`src/rtl/meter_pkg.sv`:
```
// Shared types and constants for the clock period meter.
package meter_pkg;

    typedef enum logic [1:0] {IDLE, ARM, MEASURE} meter_state_t;

    // One second of the 50 MHz board clock.
    localparam int unsigned DEFAULT_MAXCOUNT = 50_000_000;

endpackage

```
`src/rtl/sync_edge_det.sv`:
```
// Multi-stage synchronizer for an asynchronous input with rise/fall pulse detection.
module sync_edge_det #(
    parameter int unsigned SYNC_STAGES = 2
) (
    input  logic clk,
    input  logic rst,
    input  logic d_async,
    output logic q_sync,
    output logic rise,
    output logic fall
);

    logic [SYNC_STAGES-1:0] sync_q;
    logic                   sig_d;

    always_ff @(posedge clk or posedge rst) begin
        if (rst) begin
            sync_q <= '0;
            sig_d  <= 1'b0;
        end else begin
            sync_q <= {sync_q[SYNC_STAGES-2:0], d_async};
            sig_d  <= sync_q[SYNC_STAGES-1];
        end
    end

    assign q_sync = sync_q[SYNC_STAGES-1];
    assign rise   = q_sync & ~sig_d;
    assign fall   = ~q_sync & sig_d;

endmodule

```
`src/rtl/clk_period_meter.sv`:
```
// Measures period and high time of a slow asynchronous signal in system clock cycles.
module clk_period_meter
    import meter_pkg::*;
#(
    parameter  int unsigned MAXCOUNT    = DEFAULT_MAXCOUNT,
    parameter  int unsigned SYNC_STAGES = 2,
    localparam int unsigned W           = $clog2(MAXCOUNT + 1)
) (
    input  logic         clk,
    input  logic         rst,
    input  logic         en,
    input  logic         sig_in,
    output logic [W-1:0] period,
    output logic [W-1:0] high_time,
    output logic         period_valid,
    output logic         timeout,
    output logic         locked
);

    localparam logic [W-1:0] MAX_W = W'(MAXCOUNT);
    localparam logic [W-1:0] ONE_W = W'(1);

    logic sig_s, rise, fall;

    sync_edge_det #(
        .SYNC_STAGES(SYNC_STAGES)
    ) u_sync (
        .clk    (clk),
        .rst    (rst),
        .d_async(sig_in),
        .q_sync (sig_s),
        .rise   (rise),
        .fall   (fall)
    );

    meter_state_t state_q, state_d;
    logic [W-1:0] cnt_q, cnt_d;
    logic [W-1:0] high_cap_q, high_cap_d;
    logic [W-1:0] period_q, period_d;
    logic [W-1:0] high_q, high_d;
    logic         valid_q, valid_d;
    logic         timeout_q, timeout_d;
    logic         locked_q;

    always_comb begin
        state_d    = state_q;
        cnt_d      = cnt_q;
        high_cap_d = high_cap_q;
        period_d   = period_q;
        high_d     = high_q;
        valid_d    = 1'b0;
        timeout_d  = timeout_q;

        if (!en) begin
            state_d    = IDLE;
            cnt_d      = '0;
            high_cap_d = '0;
            timeout_d  = 1'b0;
        end else begin
            unique case (state_q)
                IDLE: begin
                    cnt_d   = '0;
                    state_d = ARM;
                end
                ARM: begin
                    if (rise) begin
                        cnt_d      = ONE_W;
                        high_cap_d = '0;
                        state_d    = MEASURE;
                    end
                end
                MEASURE: begin
                    // A rise on the MAXCOUNT cycle still counts as a valid period.
                    if (rise) begin
                        period_d   = cnt_q;
                        high_d     = high_cap_q;
                        valid_d    = 1'b1;
                        timeout_d  = 1'b0;
                        cnt_d      = ONE_W;
                        high_cap_d = '0;
                    end else if (cnt_q == MAX_W) begin
                        timeout_d = 1'b1;
                        cnt_d     = '0;
                        state_d   = ARM;
                    end else begin
                        cnt_d = cnt_q + ONE_W;
                        if (fall) begin
                            high_cap_d = cnt_q;
                        end
                    end
                end
                default: state_d = IDLE;
            endcase
        end
    end

    always_ff @(posedge clk or posedge rst) begin
        if (rst) begin
            state_q    <= IDLE;
            cnt_q      <= '0;
            high_cap_q <= '0;
            period_q   <= '0;
            high_q     <= '0;
            valid_q    <= 1'b0;
            timeout_q  <= 1'b0;
            locked_q   <= 1'b0;
        end else begin
            state_q    <= state_d;
            cnt_q      <= cnt_d;
            high_cap_q <= high_cap_d;
            period_q   <= period_d;
            high_q     <= high_d;
            valid_q    <= valid_d;
            timeout_q  <= timeout_d;
            locked_q   <= (state_d == MEASURE);
        end
    end

    assign period       = period_q;
    assign high_time    = high_q;
    assign period_valid = valid_q;
    assign timeout      = timeout_q;
    assign locked       = locked_q;

endmodule

```
`config.mk`:
```
export PLATFORM = sky130hd
export DESIGN_NAME = clk_period_meter
export DESIGN_NICKNAME = d
export VERILOG_FILES = /design/src/rtl/meter_pkg.sv /design/src/rtl/sync_edge_det.sv /design/src/rtl/clk_period_meter.sv
export SDC_FILE = /design/constraint.sdc
export NUM_CORES = 1
export LEC_CHECK = 0
export CAP_MARGIN = 15
export CELL_PAD_IN_SITES_DETAIL_PLACEMENT = 1
export CELL_PAD_IN_SITES_GLOBAL_PLACEMENT = 1
export CORE_MARGIN = 3
export CORE_UTILIZATION = 46
export CTS_BUF_LIST = sky130_fd_sc_hd__clkbuf_4 sky130_fd_sc_hd__clkbuf_8
export DETAILED_ROUTE_END_ITERATION = 8
export PLACE_DENSITY_LB_ADDON = 0.1
export SYNTH_ARGS = -nofsm -noshare
export SYNTH_HDL_FRONTEND = slang
export SYNTH_SLANG_ARGS = --single-unit
```
`constraint.sdc`:
```
create_clock -name clk -period 4.4 [get_ports clk]
set_clock_uncertainty 0.1 [all_clocks]
set_input_delay 0.44 -clock clk [delete_from_list [all_inputs] [get_ports clk]]
set_output_delay 0.44 -clock clk [all_outputs]
set_load 0.02 [all_outputs]
```
==> out/metrics.cfg, run 1 <==
[cts]
clock_sinks = 112
clk_pin_slew_ps = 100
cts_hold_buf = 0
cts.repair.resized = 0
clock_latency_ps = 370
cts-root-buf = clkbuf_8
postCtsSetupBuffers = 0
cts_buffers = 9
cts_tree = yes
clk_path_buf_depth = 2
h-tree-depth = 3

[global_route]
grt-ovfl-total = 0
grt_max_degree = 59
grt.total_usage_pct = 19.8
antenna_found_initial = 0
grt_first_pass_wirelength_mm = 18.4
grt_pass1_vias = 3587

[placement]
placed_area_um2 = 5570
globalplace.congestion = 0.791
place_inst = 629
dp_hpwl_mm = 7.38
port_buffers = 58

[critical_path]
worstPathCellList = or4_4, nor4_4, nand3_2, a21oi_4, buf_16, mux2i_1
worst-path-buf-inv = 1
crit_required_ps = 4590
critPathArrivalTime_ps = 2940
start_kind = flip-flop
endpoint_kind = flip-flop
cpPeakStageDelay_ps = 570
path_class = reg -> reg
path_delay_family = simple AND/OR/NAND/NOR gates
path_max_fanout = 16
slowest_stage = or4_4

[layout]
drive_gt1_share_pct = 8.04
areaGrowthSynthToFinish_pct = 17.5
final_core_util_pct = 55.7
stdcell_count = 646
fin_area_um2 = 5780
antenna_cells = 0
final_nets = 515

[routing]
dr.first_iter.drc_count = 138
routedWlPerCell_um = 16.7
viasPerCell = 5.21
firstDrtPassIters = 4
drc = 0
antenna_left = 0
vias = 3363
wl_mm = 10.8

[synthesis]
syn_area_um2 = 4920
synth_cells = 452
ys_ff_latch = 112
synth_ff_type = dfrtp_1
async_flop_share_pct = 100
synthTopCellsByCount = dfrtp_1 (112), nand2_1 (76), nor2_1 (37), inv_1 (34), o21ai_0 (31)
synth_edf_count = 0
synth.most_common_cell = dfrtp_1
avgSynthCellArea_um2 = 10.9
ys_seq_area_share_pct = 57.0
ys_top_cells_by_area = dfrtp_1 (57%), nand2_1 (5.8%), mux2i_1 (5.5%)
synth_nets = 462
synth_top_area_share_pct = 57.0
yosysWarnings = 0
yosys.area.top_type = dfrtp_1
ys_types = 45

[sta]
slew_violations = 0
finalCritPeriodShare_pct = 62.4
hold_viol_final = 0
worstMarginPinSlew_ps = 852
timing.slew.headroom_pct = 42.9
setup_tns_ps = 0
fin_crit_ps = 2750
grt_setup_unrepaired = false
report.final.setup_viol = 0
fmax_mhz = 364

[die]
die_h_um = 109
start_util_pct = 47.4
coreArea_um2 = 10400
die_w_um = 109
io_pins = 59
die_area_um2 = 12000
fp-row-count = 37

[power_and_ir_drop]
p_per_area_nw_per_um2 = 292
vdd_drop_max_v = 0.000119
p_leak_uw = 0.00246

[outcome]
status = complete, no violations

[worst_hold_path]
hold_class = reg -> reg

[run]
cap_viol_max_count = 0

-- per-layer routing --
metal | GRT usage, % | vias up | share of wire, %
li1 | - | 1592 | -
met1 | 26.5 | 1723 | 46
met2 | 33.2 | 41 | 50
met3 | 3.88 | 7 | 2.8
met4 | 5.08 | 0 | 0.97
met5 | 0 | - | 0
-- sequential cells by signal, summed over array words and instances (netlist names) --
signal,cells
state_q,2
period,26
u_sync.sig_d,1
high_cap_q,26
high_time,26
period_valid,1
timeout,1
cnt_q,26
u_sync.sync_q,2
locked,1
-- placed cells by master, fill, tap and decap left out, types with 2 or more instances in the layout --
cell type and instances:
or4b_1 2, nand3_2 2, nand4_1 3, mux2_1 15
o21ai_1 2, clkbuf_8 10, nor4_1 4, nor2_1 37
a21oi_1 4, o21ai_0 31, nand2_1 76, clkinv_2 2
o211ai_1 2, ha_1 6, xnor2_1 22, and4_2 2
nor3_1 9, mux2i_1 27, and3_1 5, nand3_1 6
and2_1 2, inv_1 33, dfrtp_1 112, nor4_4 2
mux2_2 7, nor3b_1 3, clkinvlp_4 3, buf_4 5
o2111ai_1 2, clkdlybuf4s50_1 58
-- cell type report --
| cell class | count | area, µm² |
|---|---|---|
| Clock buffer | 11 | 145 |
| Fill cell | 1180 | 4590 |
| Multi-Input combinational cell | 284 | 1850 |
| Timing Repair Buffer | 64 | 646 |
| Tap cell | 136 | 170 |
| Clock inverter | 5 | 32.5 |
| Inverter | 34 | 130 |
| Sequential cell | 112 | 2800 |
-- worst register-to-register path, cell delays in order, from the launching register on --
cell and delay [ps]:
dfrtp_1 460, or4_4 570, nor4_4 320, nand3_2 200, a21oi_4 550, buf_16 240, mux2i_1 230
-- cells by family after synthesis --
kind of cell,Yosys count,share of synthesized area (%)
buffers and inverters,56,5.65
xor gates and xnor gates,23,4.10
DFF,112,57.0
adders and majority gates,6,1.53
and+or+nand+nor,160,15.7
muxes,49,10.5
AOI/OAI and AO/OA,46,5.55
-- metrics by stage --
stage | hold slack (ps) | setup slack [ps] | power [µW]
finish | 257 | 1650 | 1680
global route | 268 | 1510 | 1760
CTS | 262 | 1400 | 1700
global placement | 235 | 1530 | 1130
detailed placement | 238 | 1400 | 1130
floorplan | 231 | 901 | 1110
-- power breakdown --
part	switching [µW]	internal (µW)
logic	55.8	22.3
clock network	345	226
registers	2.88	1030
-- path summary, 6_finish.rpt --
| kind | from | endpoint | slack, ps | cells past startpoint |
|---|---|---|---|---|
| hold / removal | u_sync.sync_q[0] | u_sync.sync_q[1] | 260 | 0 |
| setup reg to reg | cnt_q[3] | high_cap_q[4] | 1650 | 6 |
| max in group asynchronous | rst | state_q[1] | 2900 | 3 |
| hold reg to reg | u_sync.sync_q[0] | u_sync.sync_q[1] | 260 | 0 |
| setup / recovery | cnt_q[3] | high_cap_q[4] | 1650 | 6 |
| min in group asynchronous | rst | high_time[14] | 430 | 2 |
(Power assumes the default switching activity.)
==> run 2: changes to the inputs <==
==> constraint.sdc (replaced) <==
create_clock -name clk -period 2.77 [get_ports clk]
set_clock_uncertainty 0.1 [all_clocks]
set_input_delay 0.277 -clock clk [delete_from_list [all_inputs] [get_ports clk]]
set_output_delay 0.277 -clock clk [all_outputs]
set_load 0.02 [all_outputs]
==> run 2 against run 1 <==
Effect of this change:
- core utilization rose by 1.1 points
- global-route usage fell by 0.61 points
- flip-flop and latch count did not move
- critical path type unchanged
- worst hold slack got worse by 37 ps
- worst setup slack got worse by 1300 ps
- die area did not move
- register-to-register slack got worse by 1300 ps
- first-iteration DRC count fell by 7.2%
==> out/metrics.cfg, run 2 (synthesized netlist as in run 1, its figures left out) <==
[outcome]
status = complete, no violations

[critical_path]
crit_required_ps = 2970
critPathArrivalTime_ps = 2650
endpoint_kind = flip-flop
path_class = reg -> reg
crit_start = cnt_q[3]
r2r_start = cnt_q[3]
start_kind = flip-flop
path_max_fanout = 16
r2r_setup_slack_ps = 310

[cts]
cts_buffers = 9
cts_hold_buf = 0
clk_pin_slew_ps = 100
h-tree-depth = 3
clock_sinks = 112
cts.repair.resized = 0
cts_tree = yes
clk_path_buf_depth = 2
clock_latency_ps = 370
cts-root-buf = clkbuf_8
postCtsSetupBuffers = 0

[die]
die_h_um = 109
io_pins = 59
start_util_pct = 47.4
die_area_um2 = 12000
fp-row-count = 37
coreArea_um2 = 10400
die_w_um = 109

[routing]
vias = 3341
drc = 0
wl_mm = 10.6
routedWlPerCell_um = 16.2
dr.first_iter.drc_count = 128
viasPerCell = 5.12
firstDrtPassIters = 5
antenna_left = 0

[global_route]
grt_first_pass_wirelength_mm = 18.1
grt.total_usage_pct = 19.2
grt_pass1_vias = 3666
grt_max_degree = 55
grt-ovfl-total = 0
antenna_found_initial = 0

[sta]
grt_setup_unrepaired = false
timing.slew.headroom_pct = 58.2
hold_ws_ps = 220
fin_crit_ps = 2460
hold_viol_final = 0
setup_tns_ps = 0
fmax_mhz = 407
slew_violations = 0
worstMarginPinSlew_ps = 626
report.final.setup_viol = 0
finalCritPeriodShare_pct = 88.8

[placement]
placed_area_um2 = 5670
port_buffers = 58
globalplace.congestion = 0.825
dp_hpwl_mm = 7.42

[layout]
areaGrowthSynthToFinish_pct = 19.8
nFillCells = 1139
final_nets = 522
drive_gt1_share_pct = 9.28
mostFrequentLayoutCells = dfrtp_1 (112), nand2_1 (76), clkdlybuf4s50_1 (58), nor2_1 (37), inv_1 (33)
fin_area_um2 = 5890
layout_commonest_cell = dfrtp_1
antenna_cells = 0

[run]
cap_viol_max_count = 0

[power_and_ir_drop]
vdd_drop_max_v = 0.000288
power.total_uw = 2840
p_per_area_nw_per_um2 = 482
p_leak_uw = 0.00253

[worst_hold_path]
hold_class = in -> async

## run 2: cell count changes in the layout (fill, tap and decap cells not counted)
cell	before	now
inv_4	1	0
clkinv_2	2	1
clkinvlp_4	3	1
buf_16	1	0
buf_12	0	3
clkbuf_8	10	13
buf_4	5	10
bufinv_16	0	1
## run 2: path summary, 6_finish.rpt
path	to	cells after the start
max	high_cap_q[1]	6
min	period[22]	2
max reg2reg	high_cap_q[1]	6
min reg2reg	u_sync.sync_q[1]	0
max in group asynchronous	period[5]	3
min in group clk	u_sync.sync_q[0]	1
## run 2: layout make-up
cell class	instances	area (µm²)	area share, %
Multi-Input combinational cell	284	1850	31.4
Tap cell	136	170	2.89
Sequential cell	112	2800	47.6
Clock buffer	14	186	3.16
Timing Repair Buffer	71	716	12.1
Clock inverter	2	35.0	0.595
Inverter	34	131	2.23
## run 2: metal layers
layer	GRT usage, %	up-vias	share of wire, %
li1	-	1604	-
met1	25.0	1677	46
met2	32.8	46	51
met3	2.70	14	2.6
met4	6.77	0	1.3
met5	0	-	0
## run 2: through the flow
stage / cells / util [%] / setup slack [ps]
floorplan: 452 / - / 472
global placement: 637 / 54.7 / 343
detailed placement: 637 / 54.7 / 322
CTS: 653 / 56.8 / 293
global route: 653 / 56.8 / 168
finish: 653 / 56.8 / 311
## run 2: critical path, stage by stage (launching register included)
cell and delay, ps:
dfrtp_1 460, or4_4 570, nor4_4 330, nand3_2 200
a21oi_4 170, buf_4 300, mux2i_1 240
## run 2: where the power goes
part           internal [µW]  switching (µW)  total (µW)  leakage, µW
Combinational           44.1            88.7         133     0.000857
Clock                    527             537        1060     0.000116
Sequential              1640            4.06        1640      0.00156
==> run 3: changes to the inputs <==
--- a/config.mk
+++ b/config.mk
@@ -6,13 +6,12 @@
 export NUM_CORES = 1
 export LEC_CHECK = 0
 export CAP_MARGIN = 15
-export CELL_PAD_IN_SITES_DETAIL_PLACEMENT = 1
-export CELL_PAD_IN_SITES_GLOBAL_PLACEMENT = 1
 export CORE_MARGIN = 3
-export CORE_UTILIZATION = 46
+export CORE_UTILIZATION = 52
 export CTS_BUF_LIST = sky130_fd_sc_hd__clkbuf_4 sky130_fd_sc_hd__clkbuf_8
 export DETAILED_ROUTE_END_ITERATION = 8
 export PLACE_DENSITY_LB_ADDON = 0.1
+export SLEW_MARGIN = 10
 export SYNTH_ARGS = -nofsm -noshare
 export SYNTH_HDL_FRONTEND = slang
 export SYNTH_SLANG_ARGS = --single-unit
==> constraint.sdc (replaced) <==
create_clock -name clk -period 2.7 [get_ports clk]
set_clock_uncertainty 0.1 [all_clocks]
set_input_delay 0.27 -clock clk [delete_from_list [all_inputs] [get_ports clk]]
set_output_delay 0.27 -clock clk [all_outputs]
set_load 0.02 [all_outputs]
==> run 3 against run 2 <==
Effect of this change:
- flip-flop and latch count did not move
- critical path depth unchanged
- total power grew 0.33%
- sequential share of layout area grew 0.36 points
- clock-buffer cell count shrank 5
- die area decreased by 11%
- register-to-register slack worse by 20 ps
==> out/metrics.cfg, run 3 (synthesized netlist as in run 1, its figures left out) <==
[sta]
finalCritPeriodShare_pct = 89.3
setup_tns_ps = 0
timing.slew.headroom_pct = 60.6
fmax_mhz = 415
grt_setup_unrepaired = false
fin_crit_ps = 2410
slew_violations = 0
report.final.setup_viol = 0
hold_viol_final = 0
worstMarginPinSlew_ps = 590

[power_and_ir_drop]
pwr-share-clk_pct = 36.1
power.internal_uw = 2170
p_leak_uw = 0.00252
vdd_drop_max_v = 0.000297
switchingPower_uw = 683
p_per_area_nw_per_um2 = 487
swShare_pct = 24.0
pwr-share-seq_pct = 59.2
combPwrFrac_pct = 4.7

[placement]
place_inst = 612
dp_hpwl_mm = 6.61
port_buffers = 58
globalplace.congestion = 0.833
placed_area_um2 = 5650

[worst_hold_path]
hold_class = in -> async

[critical_path]
path_max_fanout = 10
crit_required_ps = 2860
path_class = reg -> reg
critPathArrivalTime_ps = 2570
endpoint_kind = flip-flop
start_kind = flip-flop

[layout]
drive_gt1_share_pct = 9.81
final_nets = 525
antenna_cells = 0
layout_commonest_cell = dfrtp_1
fin_area_um2 = 5850
mostFrequentLayoutCells = dfrtp_1 (112), nand2_1 (76), clkdlybuf4s50_1 (58), nor2_1 (37), inv_1 (33)
nFillCells = 733
final_core_util_pct = 65.5
areaGrowthSynthToFinish_pct = 18.9
stdcell_count = 628
regArea_um2 = 2800
multi_input_area_um2 = 1850

[global_route]
grt_max_degree = 55
grt-ovfl-total = 0
antenna_found_initial = 0
grt_first_pass_wirelength_mm = 16.3
grt_pass1_vias = 3304
grt.total_usage_pct = 19.4

[routing]
firstDrtPassIters = 4
antenna_left = 0
vias = 3328
viasPerCell = 5.30
routedWlPerCell_um = 15.2
dr.first_iter.drc_count = 97
drc = 0
wl_mm = 9.55

[die]
start_util_pct = 55.1
coreArea_um2 = 8930
io_pins = 59
die_w_um = 103
fp-row-count = 34
die_h_um = 103
die_area_um2 = 10700

[cts]
h-tree-depth = 3
cts_buffers = 9
clk_pin_slew_ps = 110
postCtsSetupBuffers = 0
clock_sinks = 112
clk_path_buf_depth = 2
clock_latency_ps = 360
cts-root-buf = clkbuf_8
cts.repair.resized = 0
cts_hold_buf = 0
cts_tree = yes

[run]
cap_viol_max_count = 0

[outcome]
status = complete, no violations

-- run 3: cell types whose count changed in the layout (fill, tap and decap cells not counted), sizes merged --
| cell | previous run | this run |
|---|---|---|
| buf | 13 | 16 |
| clkinvlp | 1 | 3 |
| clkbuf | 14 | 9 |
| inv | 33 | 35 |
| clkinv | 1 | 2 |
-- run 3: final cells by class --
| type | instances | share of cell area [%] |
|---|---|---|
| sequential | 112 | 47.9 |
| clock inverter | 7 | 1.35 |
| inverter | 34 | 2.25 |
| timing repair buffer | 74 | 12.4 |
| multi-input combinational | 284 | 31.6 |
| tap | 108 | 2.31 |
| clock buffer | 9 | 2.12 |
-- run 3: path summary, 6_finish.rpt --
kind,from,to,slack (ps),cells past startpoint
worst max-delay path,cnt_q[3],cnt_q[9],290,6
worst min-delay path,rst,period[20],140,2
worst max register to register,cnt_q[3],cnt_q[9],290,6
worst min register to register,u_sync.sync_q[0],u_sync.sync_q[1],260,0
max in group asynchronous,rst,u_sync.sig_d,1690,3
min in group clk,sig_in,u_sync.sync_q[0],240,1
-- run 3: metal layers --
layer | track usage [%] | up-vias | part of all wire (%)
met4 | 5.78 | 0 | 1.5
met1 | 28.0 | 1650 | 48
met3 | 2.41 | 14 | 2.8
met5 | 0 | - | 0
met2 | 30.8 | 50 | 48
li1 | - | 1614 | -
-- run 3: critical path: stages (launching register included) --
cell	delay [ps]
dfrtp_1	470
or4_4	570
nor4_4	320
nand3_2	200
a31oi_4	360
buf_4	240
nor2_1	60
-- run 3: per-stage QoR --
stage / setup slack [ps] / hold slack (ps) / total power, µW
5_1_grt: 161 / 155 / 2960
2_1_floorplan: 402 / 201 / 1820
6_report: 290 / 135 / 2850
3_3_place_gp: 360 / 235 / 1850
3_5_place_dp: 297 / 237 / 1850
4_1_cts: 283 / 137 / 2880
-- run 3: power groups by stage --
stage                     Clock, µW  Combinational (µW)  Sequential, µW
after floorplan                   0                98.0            1720
after global placement            0                 134            1720
after detailed placement          0                 136            1720
after CTS                      1060                 137            1690
after global routing           1130                 147            1690
final                          1030                 133            1690
